$ cat src/rtl/apb_pkg.sv
// Shared APB constants: completer state encoding, default bus widths, wait counter width.
package apb_pkg;

  localparam logic [1:0] APB_IDLE   = 2'd0;
  localparam logic [1:0] APB_SETUP  = 2'd1;
  localparam logic [1:0] APB_ACCESS = 2'd2;

  localparam int unsigned APB_ADDR_WIDTH = 8;
  localparam int unsigned APB_DATA_WIDTH = 16;
  localparam int unsigned APB_CNT_WIDTH  = 4;

endpackage

$ cat src/rtl/apb_regfile_mem.sv
// Register-file storage: synchronous write, combinational read, synchronous clear.
module apb_regfile_mem #(
  parameter int unsigned ADDR_WIDTH = 8,
  parameter int unsigned DATA_WIDTH = 16,
  parameter int unsigned MEM_DEPTH  = 64
) (
  input  logic                  clk,
  input  logic                  clr,
  input  logic                  we,
  input  logic [ADDR_WIDTH-1:0] waddr,
  input  logic [DATA_WIDTH-1:0] wdata,
  input  logic [ADDR_WIDTH-1:0] raddr,
  output logic [DATA_WIDTH-1:0] rdata_c
);

  localparam int unsigned IDX_W = (MEM_DEPTH > 1) ? $clog2(MEM_DEPTH) : 1;
  localparam logic [ADDR_WIDTH:0] DEPTH_LIM = (ADDR_WIDTH+1)'(MEM_DEPTH);

  logic [DATA_WIDTH-1:0] mem [MEM_DEPTH];
  logic                  waddr_ok;
  logic                  raddr_ok;

  assign waddr_ok = ({1'b0, waddr} < DEPTH_LIM);
  assign raddr_ok = ({1'b0, raddr} < DEPTH_LIM);

  // Storage update: clear wipes every word, otherwise write one in-range word.
  always_ff @(posedge clk) begin
    if (clr) begin
      mem <= '{default: '0};
    end else if (we && waddr_ok) begin
      mem[IDX_W'(waddr)] <= wdata;
    end
  end

  // Read port; out-of-range addresses read as zero.
  always_comb begin
    rdata_c = '0;
    if (raddr_ok) begin
      rdata_c = mem[IDX_W'(raddr)];
    end
  end

endmodule

$ cat src/rtl/apb_slave_regfile.sv
// APB completer with programmable wait states and an out-of-range error response.
// APB_SETUP marks the cycle right after a completion, where a back-to-back setup
// may already be on the bus; it accepts a new setup exactly like APB_IDLE does.
module apb_slave_regfile
  import apb_pkg::*;
#(
  parameter int unsigned ADDR_WIDTH  = APB_ADDR_WIDTH,
  parameter int unsigned DATA_WIDTH  = APB_DATA_WIDTH,
  parameter int unsigned MEM_DEPTH   = 64,
  parameter int unsigned WAIT_CYCLES = 1
) (
  input  logic                  PCLK,
  input  logic                  PRESET,
  input  logic                  PSEL,
  input  logic                  PENABLE,
  input  logic [ADDR_WIDTH-1:0] PADDR,
  input  logic                  PWRITE,
  input  logic [DATA_WIDTH-1:0] PWDATA,
  output logic                  PREADY,
  output logic [DATA_WIDTH-1:0] PRDATA,
  output logic                  PSLVERR
);

  localparam logic [ADDR_WIDTH:0]        DEPTH_LIM = (ADDR_WIDTH+1)'(MEM_DEPTH);
  localparam logic [APB_CNT_WIDTH-1:0]   WAIT_INIT = APB_CNT_WIDTH'(WAIT_CYCLES);
  localparam logic [APB_CNT_WIDTH-1:0]   CNT_ONE   = APB_CNT_WIDTH'(1);

  logic [1:0]               state;
  logic [1:0]               next_state;
  logic                     setup_c;
  logic                     complete_c;
  logic                     dec_c;
  logic                     err_c;
  logic                     we_c;
  logic [DATA_WIDTH-1:0]    rdata_c;

  logic [ADDR_WIDTH-1:0]    addr_q;
  logic                     write_q;
  logic [DATA_WIDTH-1:0]    wdata_q;
  logic                     err_q;
  logic [APB_CNT_WIDTH-1:0] cnt_q;

  assign err_c = ({1'b0, PADDR} >= DEPTH_LIM);
  assign we_c  = complete_c && write_q && !err_q;

  // State register.
  always_ff @(posedge PCLK) begin
    if (PRESET) begin
      state <= APB_IDLE;
    end else begin
      state <= next_state;
    end
  end

  // Next-state and transfer-event decode.
  always_comb begin
    next_state = state;
    setup_c    = 1'b0;
    complete_c = 1'b0;
    dec_c      = 1'b0;
    case (state)
      APB_IDLE, APB_SETUP: begin
        if (PSEL && !PENABLE) begin
          setup_c    = 1'b1;
          next_state = APB_ACCESS;
        end else begin
          next_state = APB_IDLE;
        end
      end
      APB_ACCESS: begin
        if (!(PSEL && PENABLE)) begin
          next_state = APB_IDLE;
        end else if (PREADY) begin
          complete_c = 1'b1;
          next_state = APB_SETUP;
        end else begin
          dec_c = 1'b1;
        end
      end
      default: next_state = APB_IDLE;
    endcase
  end

  // Setup latches, wait countdown and registered response outputs.
  always_ff @(posedge PCLK) begin
    if (PRESET) begin
      addr_q  <= '0;
      write_q <= 1'b0;
      wdata_q <= '0;
      err_q   <= 1'b0;
      cnt_q   <= '0;
      PREADY  <= 1'b0;
      PSLVERR <= 1'b0;
      PRDATA  <= '0;
    end else if (setup_c) begin
      addr_q  <= PADDR;
      write_q <= PWRITE;
      wdata_q <= PWDATA;
      err_q   <= err_c;
      cnt_q   <= WAIT_INIT;
      PREADY  <= (WAIT_INIT == '0);
      PSLVERR <= (WAIT_INIT == '0) && err_c;
      if (!PWRITE) begin
        PRDATA <= err_c ? '0 : rdata_c;
      end
    end else if (dec_c) begin
      cnt_q   <= cnt_q - CNT_ONE;
      PREADY  <= (cnt_q == CNT_ONE);
      PSLVERR <= (cnt_q == CNT_ONE) && err_q;
    end else begin
      PREADY  <= 1'b0;
      PSLVERR <= 1'b0;
    end
  end

  apb_regfile_mem #(
    .ADDR_WIDTH(ADDR_WIDTH),
    .DATA_WIDTH(DATA_WIDTH),
    .MEM_DEPTH (MEM_DEPTH)
  ) u_mem (
    .clk    (PCLK),
    .clr    (PRESET),
    .we     (we_c),
    .waddr  (addr_q),
    .wdata  (wdata_q),
    .raddr  (PADDR),
    .rdata_c(rdata_c)
  );

endmodule

$ cat config.mk
export PLATFORM = sky130hd
export DESIGN_NAME = apb_slave_regfile
export DESIGN_NICKNAME = d
export VERILOG_FILES = /design/src/rtl/apb_pkg.sv /design/src/rtl/apb_regfile_mem.sv /design/src/rtl/apb_slave_regfile.sv
export SDC_FILE = /design/constraint.sdc
export NUM_CORES = 2
export LEC_CHECK = 0
export CORE_MARGIN = 2
export CORE_UTILIZATION = 40
export DETAILED_ROUTE_END_ITERATION = 8
export PLACE_DENSITY = 0.52
export SLEW_MARGIN = 20
export SYNTH_ARGS = -nofsm -noshare
export SYNTH_HDL_FRONTEND = slang
export SYNTH_HIERARCHICAL = 1
export SYNTH_SLANG_ARGS = --single-unit
$ cat constraint.sdc
create_clock -name PCLK -period 5.1 [get_ports PCLK]
set_input_delay 1.53 -clock PCLK [delete_from_list [all_inputs] [get_ports PCLK]]
set_output_delay 1.53 -clock PCLK [all_outputs]
set_load 0.03 [all_outputs]
==> flow_summary.yaml <==
yosys:
  synthFlopType: "dfxtp_1"
  synth_area_um2: 46900
  synth_cells: 5222
  syn_area_per_cell_um2: 8.99
  async_flop_share: 0
  synth_edf_count: 0
  synth.distinct_cells: 60
  ys_ff_latch: 1074
  yosys_warnings: 6
  synth-seq-area-share: 0.458
  syn_nets: 5253
clock_tree:
  clockBufferDepth: 3
  numCtsBuffers: 118
  cts_resized: 0
  htree_levels: 3
  postCtsSetupRepairBufs: 0
  clk_pin_slew_ps: 60
  cts_root_buffer: "clkbuf_16"
  cts_tree: "built"
  hold_buffers: 0
  worst_skew_pair.late_latency_ps: 720
  cts_sinks: 1074
floorplan:
  dieArea_um2: 120000
  start_util: 0.403
  io_pins: 47
  floorplan.die.width_um: 347
  die_y_um: 347
  row_count: 125
  core_area_um2: 116000
placement:
  post-dp-hpwl_mm: 98.2
  gp_congestion: 0.849
  portBuffers: 46
run:
  max_cap_violations: 0
drt:
  drcViolationCount: 0
  vias: 38800
  antenna_left: 0
  viasPerCell: 5.81
  avgRoutedWirePerCell_um: 24.4
  drt-total-wl_mm: 163
  first_iter_violations: 3925
  firstDrtPassIters: 6
setup_path:
  path_cells: "clkdlybuf4s50_1, nand4b_1, or2_2, nor3b_1, or4b_1, or2_4, nor2_8, mux2i_1, nor2_1"
  critPathSlowestCell: "or4b_1"
  path_buf_inv: 1
  cp-end-kind: "flip-flop"
  startpoint_type: "input port"
  path_max_fanout: 16
  max_stage_delay_ps: 680
  crit_family: "simple AND/OR/NAND/NOR gates"
  path_class: "input port to flip-flop"
  cp.required_ps: 5660
  crit_arrival_ps: 4880
min_path:
  min_path_type: "flip-flop to flip-flop"
pwr:
  pwr-share-comb: 0.048
  power_leakage_nw: 16.9
  clkPwrFrac: 0.478
  swShare: 0.239
  ir_drop_v: 0.000247
  sequentialPowerShare: 0.474
  p_sw_mw: 4.27
  power.density_nw_per_um2: 337
  p_int_mw: 13.6
timing:
  tightest_slew_ps: 1190
  grt_setup_unrepaired: "no"
  hold_ws_ps: 450
  finalMaxSlewViolations: 0
  totalNegativeSetupSlack_ps: 0
  clock_skew_ps: 32.5
  period_share: 0.847
  relSlewSlack: 0.210
  setup_viol: 0
  hold_viol: 0
  period_needed_ps: 4320
  max_freq_mhz: 231
cells_and_area:
  layout_common_cells: "dfxtp_1, nand2_1, a21oi_1"
  nNetsFinal: 5090
  layout-drive-gt1-share: 0.147
  n_fill_cell: 11300
  final_common_cell: "dfxtp_1"
  syn2layout_area_growth_pct: 13.1
global_route:
  grt_pass1_vias: 36400
  grt_use_met1: 0.367
  use_met2: 0.422
  antenna_found_initial: 4
  global_route.usage.total: 0.263
  grt_pass1_wl_mm: 243
  grt_use_met3: 0.0361
  grt_most_used_layer: "met2"
  grt_max_degree: 151
  grt.overflow.total: 0
status:
  status: "finished, final reports clean"
==> cell usage after synthesis, types with 12 or more instances <==
cell type,instances,area [um^2]
o22ai_1,32,200
mux2i_1,308,3080
nand3_1,661,3310
buf_1,47,176
dfxtp_1,1074,21500
mux4_2,250,5630
o21ai_0,38,190
a211oi_1,13,97.6
nand2b_1,23,144
nand2_1,1012,3800
a21oi_1,810,4050
buf_2,120,601
a22oi_1,23,173
mux2_2,16,180
nor2b_1,12,75.1
buf_4,17,128
nor2_1,268,1010
clkbuf_1,361,1360
==> metrics by stage <==
step	util	cell area, um^2	power, mW	cells	worst slack, ps
2_1_floorplan	-	46900	9.14	5222	1070
3_3_place_gp	0.423	49200	9.50	6463	134
3_5_place_dp	0.423	49200	9.50	6463	140
4_1_cts	0.456	53100	18.0	6677	866
5_1_grt	0.456	53100	18.4	6678	652
6_report	0.456	53100	17.9	6679	780
==> worst register-to-register path, cell delays in order, from the launching register on <==
cell      delay, ps
dfxtp_1         460
nand4b_1        160
or2_2           310
nor3b_1         370
or4b_1          680
or2_4           550
nor2_8          440
mux2i_1         280
nor2_1           60
==> final cells by class <==
| class | instances | area (um^2) | area share |
|---|---|---|---|
| inverters | 4 | 15.0 | 0.000283 |
| well taps | 1524 | 1910 | 0.0359 |
| clock inverters | 35 | 333 | 0.00627 |
| flip-flops and latches | 1074 | 21500 | 0.405 |
| repair buffers | 276 | 2690 | 0.0507 |
| multi-input cells | 3585 | 23100 | 0.435 |
| clock buffers | 179 | 3510 | 0.0662 |
| diodes | 2 | 5.00 | 0.0000943 |
==> final timing paths <==
kind	slack (ps)	cells after the start	end	start
worst max-delay path	780	9	u_mem/mem[537]$_SDFFE_PP0P_	PSEL
worst min-delay path	450	2	u_mem/mem[350]$_SDFFE_PP0P_	u_mem/mem[350]$_SDFFE_PP0P_
worst max register to register	1650	8	u_mem/mem[537]$_SDFFE_PP0P_	state[1]$_SDFFE_PP0P_
worst min register to register	450	2	u_mem/mem[350]$_SDFFE_PP0P_	u_mem/mem[350]$_SDFFE_PP0P_
==> power by group through the flow <==
stage / Combinational (mW) / Sequential, mW / Clock (mW)
3_3_place_gp: 0.854 / 8.65 / 0
3_5_place_dp: 0.853 / 8.65 / 0
2_1_floorplan: 0.546 / 8.59 / 0
4_1_cts: 0.856 / 8.46 / 8.68
6_report: 0.861 / 8.47 / 8.54
5_1_grt: 0.897 / 8.46 / 9.02
==> kinds of logic after synthesis <==
family                     after synthesis  synth area share
buffers and inverters                  563            0.0521
adders and majority gates                2          0.000533
muxes                                  574             0.189
AOI/OAI and AO/OA                      963             0.109
DFF                                   1074             0.458
and+or+nand+nor                       2046             0.191
==> layer usage <==
metal  up-vias  wire length [um]
met1     19400             71200
met2      1309             76200
li1      17900                 -
met4         6              4670
met3       230             10700
met5         -               100
==> flip-flops by register name (all words and copies together), names as in the netlist, 2 cells and up <==
register	flops
addr_q	8
wdata_q	16
cnt_q	4
u_mem/mem	1024
PRDATA	16
state	2
Power figures use the tool's default switching activity.
